===== config.mk =====
export PLATFORM = sky130hd
export DESIGN_NAME = redmule_tcdm_arbiter_flat
export DESIGN_NICKNAME = d
export VERILOG_FILES = /design/src/rtl/redmule_tcdm_arbiter_if.sv /design/src/rtl/redmule_tcdm_arbiter.sv /design/src/flat_wrapper.sv
export SDC_FILE = /design/constraint.sdc
export NUM_CORES = 1
export LEC_CHECK = 0
export CAP_MARGIN = 20
export CORE_AREA = 2 2 539 541
export DETAILED_ROUTE_END_ITERATION = 10
export DIE_AREA = 0 0 541 543
export GPL_TIMING_DRIVEN = 0
export SYNTH_ARGS = -nofsm -noshare
export SYNTH_HDL_FRONTEND = slang
export SYNTH_SLANG_ARGS = --single-unit

===== constraint.sdc =====
create_clock -name clk_i -period 3.3 [get_ports clk_i]
set_input_delay 0.495 -clock clk_i [delete_from_list [all_inputs] [get_ports clk_i]]
set_output_delay 0.495 -clock clk_i [all_outputs]
set_load 0.03 [all_outputs]

===== src/rtl/redmule_tcdm_arbiter_if.sv =====
// TCDM master port bundle: request/payload channel plus the in-order read response channel.
interface redmule_tcdm_arbiter_if #(
  parameter int unsigned ADDR_W = 32,
  parameter int unsigned DATA_W = 288
);
  logic                req;
  logic                gnt;
  logic                wen;
  logic [ADDR_W-1:0]   add;
  logic [DATA_W-1:0]   data;
  logic [DATA_W/8-1:0] be;
  logic                r_valid;
  logic [DATA_W-1:0]   r_data;

  modport master (output req, wen, add, data, be, input gnt, r_valid, r_data);
  modport slave  (input req, wen, add, data, be, output gnt, r_valid, r_data);
endinterface


===== src/rtl/redmule_tcdm_arbiter.sv =====
// Shares one TCDM port between the X/W/Y load streams and the Z store stream, and routes
// the in-order read responses back to the load source that issued each read.
module redmule_tcdm_arbiter #(
  parameter int unsigned DATA_W     = 288,
  parameter int unsigned ADDR_W     = 32,
  parameter int unsigned MAX_OUTST  = 4,
  parameter int unsigned STARVE_LIM = 8
) (
  input  logic                      clk_i,
  input  logic                      rst_ni,
  input  logic                      clear_i,
  input  logic                      z_priority_i,
  input  logic [2:0]                ld_req_i,
  output logic [2:0]                ld_gnt_o,
  input  logic [2:0][ADDR_W-1:0]    ld_addr_i,
  output logic [2:0]                ld_rvalid_o,
  output logic [DATA_W-1:0]         ld_rdata_o,
  input  logic                      st_req_i,
  output logic                      st_gnt_o,
  input  logic [ADDR_W-1:0]         st_addr_i,
  input  logic [DATA_W-1:0]         st_data_i,
  input  logic [DATA_W/8-1:0]       st_be_i,
  redmule_tcdm_arbiter_if.master    tcdm,
  output logic                      busy_o,
  output logic                      err_o
);

  localparam int unsigned PTR_W = $clog2(MAX_OUTST);
  localparam int unsigned CNT_W = PTR_W + 1;
  localparam int unsigned STV_W = $clog2(STARVE_LIM + 1);

  logic [1:0]       rr_r;
  logic             lock_r;
  logic [1:0]       lock_idx_r;
  logic [STV_W-1:0] starve_r;
  logic [1:0]       id_mem_r [MAX_OUTST];
  logic [PTR_W-1:0] wr_ptr_r;
  logic [PTR_W-1:0] rd_ptr_r;
  logic [CNT_W-1:0] count_r;
  logic             err_r;

  logic       ld_full_s;
  logic [3:0] elig_s;
  logic [3:0] load_elig_s;
  logic [2:0] rr_all_s;
  logic [2:0] rr_ld_s;
  logic       starve_sat_s;
  logic       sel_valid_s;
  logic [1:0] sel_idx_s;
  logic       hs_s;
  logic       ld_hs_s;
  logic       pop_s;
  logic       spurious_s;

  // First set bit of mask at or after ptr, wrapping 3->0; result is {found, index}.
  function automatic logic [2:0] rr_pick(input logic [3:0] mask, input logic [1:0] ptr);
    logic [2:0] res;
    logic [1:0] idx;
    res = 3'b000;
    for (int k = 3; k >= 0; k--) begin
      idx = ptr + 2'(k);
      if (mask[idx]) res = {1'b1, idx};
    end
    return res;
  endfunction

  assign ld_full_s    = (count_r >= CNT_W'(MAX_OUTST));
  assign elig_s       = {st_req_i, ld_req_i & {3{~ld_full_s}}};
  assign load_elig_s  = {1'b0, elig_s[2:0]};
  assign rr_all_s     = rr_pick(elig_s, rr_r);
  assign rr_ld_s      = rr_pick(load_elig_s, rr_r);
  assign starve_sat_s = (starve_r >= STV_W'(STARVE_LIM));
  assign hs_s         = sel_valid_s & tcdm.gnt;
  assign ld_hs_s      = hs_s & (sel_idx_s != 2'd3);
  assign pop_s        = rst_ni & tcdm.r_valid & (count_r != {CNT_W{1'b0}});
  assign spurious_s   = tcdm.r_valid & (count_r == {CNT_W{1'b0}});
  assign busy_o       = (|ld_req_i) | st_req_i | (count_r != {CNT_W{1'b0}});
  assign err_o        = err_r;
  assign ld_rdata_o   = tcdm.r_data;

  // Requester selection: a stalled request stays locked so later arrivals cannot preempt it.
  always_comb begin
    sel_valid_s = 1'b0;
    sel_idx_s   = 2'd0;
    if (clear_i || !rst_ni) begin
      sel_valid_s = 1'b0;
    end else if (lock_r) begin
      sel_valid_s = 1'b1;
      sel_idx_s   = lock_idx_r;
    end else if (!z_priority_i) begin
      {sel_valid_s, sel_idx_s} = rr_all_s;
    end else if (starve_sat_s && (|load_elig_s)) begin
      {sel_valid_s, sel_idx_s} = rr_ld_s;
    end else if (elig_s[3]) begin
      sel_valid_s = 1'b1;
      sel_idx_s   = 2'd3;
    end else begin
      {sel_valid_s, sel_idx_s} = rr_ld_s;
    end
  end

  // Payload mux and same-cycle grant back to the selected requester.
  always_comb begin
    tcdm.req  = sel_valid_s;
    tcdm.wen  = 1'b1;
    tcdm.add  = ld_addr_i[0];
    tcdm.data = {DATA_W{1'b0}};
    tcdm.be   = {(DATA_W/8){1'b1}};
    ld_gnt_o  = 3'b000;
    st_gnt_o  = 1'b0;
    case (sel_idx_s)
      2'd0: begin tcdm.add = ld_addr_i[0]; ld_gnt_o[0] = hs_s; end
      2'd1: begin tcdm.add = ld_addr_i[1]; ld_gnt_o[1] = hs_s; end
      2'd2: begin tcdm.add = ld_addr_i[2]; ld_gnt_o[2] = hs_s; end
      2'd3: begin
        tcdm.wen  = 1'b0;
        tcdm.add  = st_addr_i;
        tcdm.data = st_data_i;
        tcdm.be   = st_be_i;
        st_gnt_o  = hs_s;
      end
      default: tcdm.add = ld_addr_i[0];
    endcase
  end

  // Route a read response to the source at the head of the ID FIFO.
  always_comb begin
    ld_rvalid_o = 3'b000;
    if (pop_s) begin
      case (id_mem_r[rd_ptr_r])
        2'd0:    ld_rvalid_o = 3'b001;
        2'd1:    ld_rvalid_o = 3'b010;
        2'd2:    ld_rvalid_o = 3'b100;
        default: ld_rvalid_o = 3'b000;
      endcase
    end else begin
      ld_rvalid_o = 3'b000;
    end
  end

  // Arbitration state, ID FIFO, outstanding count, starvation counter and sticky error.
  always_ff @(posedge clk_i or negedge rst_ni) begin
    if (!rst_ni) begin
      rr_r       <= 2'd0;
      lock_r     <= 1'b0;
      lock_idx_r <= 2'd0;
      starve_r   <= {STV_W{1'b0}};
      wr_ptr_r   <= {PTR_W{1'b0}};
      rd_ptr_r   <= {PTR_W{1'b0}};
      count_r    <= {CNT_W{1'b0}};
      err_r      <= 1'b0;
      for (int i = 0; i < int'(MAX_OUTST); i++) id_mem_r[i] <= 2'd0;
    end else if (clear_i) begin
      rr_r       <= 2'd0;
      lock_r     <= 1'b0;
      lock_idx_r <= 2'd0;
      starve_r   <= {STV_W{1'b0}};
      wr_ptr_r   <= {PTR_W{1'b0}};
      rd_ptr_r   <= {PTR_W{1'b0}};
      count_r    <= {CNT_W{1'b0}};
      err_r      <= 1'b0;
      for (int i = 0; i < int'(MAX_OUTST); i++) id_mem_r[i] <= 2'd0;
    end else begin
      if (hs_s) begin
        rr_r   <= sel_idx_s + 2'd1;
        lock_r <= 1'b0;
      end else if (sel_valid_s) begin
        lock_r     <= 1'b1;
        lock_idx_r <= sel_idx_s;
      end
      if (ld_hs_s) begin
        id_mem_r[wr_ptr_r] <= sel_idx_s;
        wr_ptr_r           <= wr_ptr_r + {{(PTR_W-1){1'b0}}, 1'b1};
      end
      if (pop_s) rd_ptr_r <= rd_ptr_r + {{(PTR_W-1){1'b0}}, 1'b1};
      case ({ld_hs_s, pop_s})
        2'b10:   count_r <= count_r + {{(CNT_W-1){1'b0}}, 1'b1};
        2'b01:   count_r <= count_r - {{(CNT_W-1){1'b0}}, 1'b1};
        default: count_r <= count_r;
      endcase
      if (!z_priority_i || ld_hs_s) begin
        starve_r <= {STV_W{1'b0}};
      end else if ((|load_elig_s) && !starve_sat_s) begin
        starve_r <= starve_r + {{(STV_W-1){1'b0}}, 1'b1};
      end
      if (spurious_s) err_r <= 1'b1;
    end
  end

endmodule

===== src/flat_wrapper.sv =====
// flat-port wrapper written by rule: the top's interface ports become plain ports
module redmule_tcdm_arbiter_flat 
#(
  parameter int unsigned DATA_W     = 288,
  parameter int unsigned ADDR_W     = 32,
  parameter int unsigned MAX_OUTST  = 4,
  parameter int unsigned STARVE_LIM = 8
)
  (clk_i, rst_ni, clear_i, z_priority_i, ld_req_i, ld_gnt_o, ld_addr_i, ld_rvalid_o, ld_rdata_o, st_req_i, st_gnt_o, st_addr_i, st_data_i, st_be_i, busy_o, err_o, tcdm_req, tcdm_wen, tcdm_add, tcdm_data, tcdm_be, tcdm_gnt, tcdm_r_valid, tcdm_r_data);
  redmule_tcdm_arbiter_if #(.ADDR_W(ADDR_W), .DATA_W(DATA_W)) tcdm_i ();
  input  logic clk_i;
  input  logic rst_ni;
  input  logic clear_i;
  input  logic z_priority_i;
  input  logic [2:0] ld_req_i;
  output logic [2:0] ld_gnt_o;
  input  logic [2:0][ADDR_W-1:0] ld_addr_i;
  output logic [2:0] ld_rvalid_o;
  output logic [DATA_W-1:0] ld_rdata_o;
  input  logic st_req_i;
  output logic st_gnt_o;
  input  logic [ADDR_W-1:0] st_addr_i;
  input  logic [DATA_W-1:0] st_data_i;
  input  logic [DATA_W/8-1:0] st_be_i;
  output logic busy_o;
  output logic err_o;
  output wire logic [$bits(tcdm_i.req)-1:0] tcdm_req;
  output wire logic [$bits(tcdm_i.wen)-1:0] tcdm_wen;
  output wire logic [$bits(tcdm_i.add)-1:0] tcdm_add;
  output wire logic [$bits(tcdm_i.data)-1:0] tcdm_data;
  output wire logic [$bits(tcdm_i.be)-1:0] tcdm_be;
  input wire logic [$bits(tcdm_i.gnt)-1:0] tcdm_gnt;
  input wire logic [$bits(tcdm_i.r_valid)-1:0] tcdm_r_valid;
  input wire logic [$bits(tcdm_i.r_data)-1:0] tcdm_r_data;
  assign tcdm_req = tcdm_i.req;
  assign tcdm_wen = tcdm_i.wen;
  assign tcdm_add = tcdm_i.add;
  assign tcdm_data = tcdm_i.data;
  assign tcdm_be = tcdm_i.be;
  assign tcdm_i.gnt = tcdm_gnt;
  assign tcdm_i.r_valid = tcdm_r_valid;
  assign tcdm_i.r_data = tcdm_r_data;
  redmule_tcdm_arbiter #(.DATA_W(DATA_W), .ADDR_W(ADDR_W), .MAX_OUTST(MAX_OUTST), .STARVE_LIM(STARVE_LIM)) u_core (.clk_i(clk_i), .rst_ni(rst_ni), .clear_i(clear_i), .z_priority_i(z_priority_i), .ld_req_i(ld_req_i), .ld_gnt_o(ld_gnt_o), .ld_addr_i(ld_addr_i), .ld_rvalid_o(ld_rvalid_o), .ld_rdata_o(ld_rdata_o), .st_req_i(st_req_i), .st_gnt_o(st_gnt_o), .st_addr_i(st_addr_i), .st_data_i(st_data_i), .st_be_i(st_be_i), .tcdm(tcdm_i), .busy_o(busy_o), .err_o(err_o));
endmodule

==> results.sh, run 1 <==
export IMPL_synth_flop_cell="dfrtp_1"
export IMPL_hold_slack_ns=0.104
export IMPL_grt_first_pass_wirelength_mm=265
export IMPL_wl_per_cell_um=40.3
export IMPL_hold_viol_final=0
export IMPL_arrival_ns=3.25
export IMPL_placed_area_um2=22900
export IMPL_outcome="finished with violations"
export IMPL_clk_latency_ns=0.27
export IMPL_critPathLaunch="u_core.rr_r[0]"
export IMPL_initial_core_util_pct=2.41
export IMPL_tightest_slew_ns=0.646
export IMPL_violations="negative setup slack"
export IMPL_hold_buffers=0
export IMPL_die_w_um=541
export IMPL_nets=2855
export IMPL_first_pass_iters=7
export IMPL_end_kind="primary output"
export IMPL_seq_area_frac_synth_pct=9.03
export IMPL_finalWorstSetupSlack_ns=-0.447
export IMPL_synth_edff_count=0
export IMPL_clk_pin_slew_ns=0.07
export IMPL_gp_congestion=1.19
export IMPL_final_core_utilization_pct=8.35
export IMPL_drc=0
export IMPL_hold_class="in2async"
export IMPL_r2r_slack_ns=-0.07
export IMPL_max_slew_margin_rel_pct=56.8
export IMPL_drt_iter0_drc=1004
export IMPL_core_area_um2=287000
export IMPL_post_synth_cell_area_avg_um2=7.32
export IMPL_fmax_ghz=0.267
export IMPL_worstSetupPathType="reg2out"
export IMPL_grt_setup_unrepaired="true"
export IMPL_cts_inserted_buffers=3
export IMPL_root_buffer="clkbuf_16"
export IMPL_cts_max_path_buffers=2
export IMPL_nFillCells=33600
export IMPL_syn_area_um2=6930
export IMPL_critPathMaxFanout=9
export IMPL_grt_remaining_overflow=0
export IMPL_startpoint_type="flop"
export IMPL_crit_required_ns=2.80
export IMPL_pre_cts_slack_ns=-3.33
export IMPL_numPortBuffers=1115
export IMPL_grt_max_degree=32
export IMPL_final_cell_mix="clkdlybuf4s50_1, buf_4, and2_1, buf_6, clkdlybuf4s15_2"
export IMPL_cts_max_level=1
export IMPL_ios=1405
export IMPL_vdd_drop_max_v=0.000151
export IMPL_vias_per_cell=2.21
export IMPL_synth_nets=1708
export IMPL_clkSinkCount=25
export IMPL_ant_nets=0
export IMPL_regToRegStartpoint="u_core.rr_r[0]"
export IMPL_synth_distinct_cells=58
export IMPL_synth_seq_cells=25
export IMPL_leakagePower_nw=8.96
export IMPL_drv_slew=0
export IMPL_timing_final_crit_share_pct=114
export IMPL_synth_cells=946
export IMPL_fin_skew_ns=0.00666
export IMPL_synth_warnings=0
export IMPL_die_area_um2=294000
export IMPL_dr_total_vias=13200
export IMPL_die_height_um=543
export IMPL_min_period_ns=3.75
export IMPL_grt_usage_pct=15.6
export IMPL_maxCapViolCount=0
export IMPL_ys_async_sr_fraction_pct=100
export IMPL_antenna_found_initial=372
export IMPL_setup_viol=340
export IMPL_powerDensity_nw_per_um2=143
export IMPL_dp_hpwl_mm=233
export IMPL_grt_pass1_vias=11800
export IMPL_layout_drive_gt1_share_pct=39.1
export IMPL_wirelength_mm=241
export IMPL_row_count=197
export IMPL_area_growth_pct=246
export IMPL_tritoncts="done"
export IMPL_design_area_um2=24000
export IMPL_final_common_cell="clkdlybuf4s50_1"
synth_stat cells (4+ instances only):
cell | number | area [um2]
nor2_1 | 16 | 60.1
and2_1 | 289 | 1810
buf_4 | 289 | 2170
nand2b_1 | 49 | 307
nor2b_1 | 4 | 25.0
a21oi_1 | 9 | 45.0
clkbuf_1 | 51 | 191
dfrtp_1 | 25 | 626
ha_1 | 11 | 138
mux2i_1 | 38 | 380
inv_1 | 45 | 169
o21ai_0 | 4 | 20.0
a31o_2 | 5 | 43.8
a222oi_1 | 32 | 320
nor3_1 | 5 | 25.0
nand2_1 | 14 | 52.6
metrics by stage:
step,cells,TNS [ns],total power [W]
global placement,5842,-1475.21,0.00310
CTS,5864,-82.98,0.00347
global route,5931,-102.18,0.00360
detailed placement,5843,-935.40,0.00311
floorplan,946,-1.37,0.00143
finish,5984,-46.40,0.00344
kinds of logic (layout without fill, tap and decap cells):
logic type | after synthesis | after routing | share of synthesized area [%]
compound gates | 70 | 70 | 8.60
xor+xnor | 5 | 5 | 0.741
fa+ha+maj | 12 | 12 | 2.28
buf+inv | 391 | 1537 | 37.1
flops | 25 | 25 | 9.03
mux | 43 | 43 | 6.68
other cells | 0 | 111 | 0
simple gates | 400 | 400 | 35.6
power breakdown:
group	switching (W)	internal, W	total (W)
sequential	0.0000167	0.000321	0.000337
clock	0.000115	0.000166	0.000281
combinational	0.00149	0.00133	0.00282
routing by layer:
metal,up-vias,wire length (um),track usage [%]
li1,5184,-,-
met1,5719,76000,14.3
met2,1487,96000,22.5
met3,559,60400,18.6
met4,272,6830,2.66
met5,-,1990,0.444
final timing paths:
kind | cells after the start | endpoint
worst min register to register | 2 | u_core.err_o
max in group asynchronous | 1 | u_core.rr_r[1]
worst max-delay path | 10 | tcdm_add[20]
min in group clk_i | 2 | u_core.err_o
worst max register to register | 15 | u_core.count_r[2]
worst min-delay path | 1 | u_core.rd_ptr_r[0]
state kept, by name, summed over array words and instances (netlist names):
signal / cells
u_core.id_mem_r: 8
u_core.rd_ptr_r: 2
u_core.count_r: 3
u_core.rr_r: 2
u_core.lock_r: 1
u_core.starve_r: 4
u_core.lock_idx_r: 2
u_core.wr_ptr_r: 2
u_core.err_o: 1
critical path: stages, from the launching register on:
cell       delay (ns)
dfrtp_1          0.44
and2b_2          0.31
o211ai_1         0.10
o311a_1          0.13
o32a_4           0.36
ha_4             0.17
clkbuf_16        0.18
clkbuf_4         0.24
a222oi_1         0.56
mux2i_1          0.22
buf_6            0.22
cell type report:
class                      count  area (um2)  area share (%)
timing repair buffer        1145       11300            47.0
multi-input combinational    530        4080            17.0
sequential                    25         627            2.61
inverter                      45         171           0.715
tap                         3781        4730            19.7
buffer                       343        2750            11.4
clock buffer                   4        78.8           0.329
antenna                      111         278            1.16
what timing repair did:
action / 4_1_cts / 5_1_grt
gates resized for setup: 1608 / 554
setup endpoints to repair: 379 / 363
gates cloned: 2 / 1
pin swaps: 24 / 17
buffers inserted: 17 / 9
No activity file was read; power rests on OpenSTA's default activity.
==> inputs of run 2 (changes only) <==
--- a/config.mk
+++ b/config.mk
@@ -10,6 +10,7 @@
 export DETAILED_ROUTE_END_ITERATION = 10
 export DIE_AREA = 0 0 541 543
 export GPL_TIMING_DRIVEN = 0
+export HOLD_SLACK_MARGIN = 0.05
 export SYNTH_ARGS = -nofsm -noshare
 export SYNTH_HDL_FRONTEND = slang
 export SYNTH_SLANG_ARGS = --single-unit
==> results of run 2 <==
Final layout, timing and power as in run 1 (identical DEF).
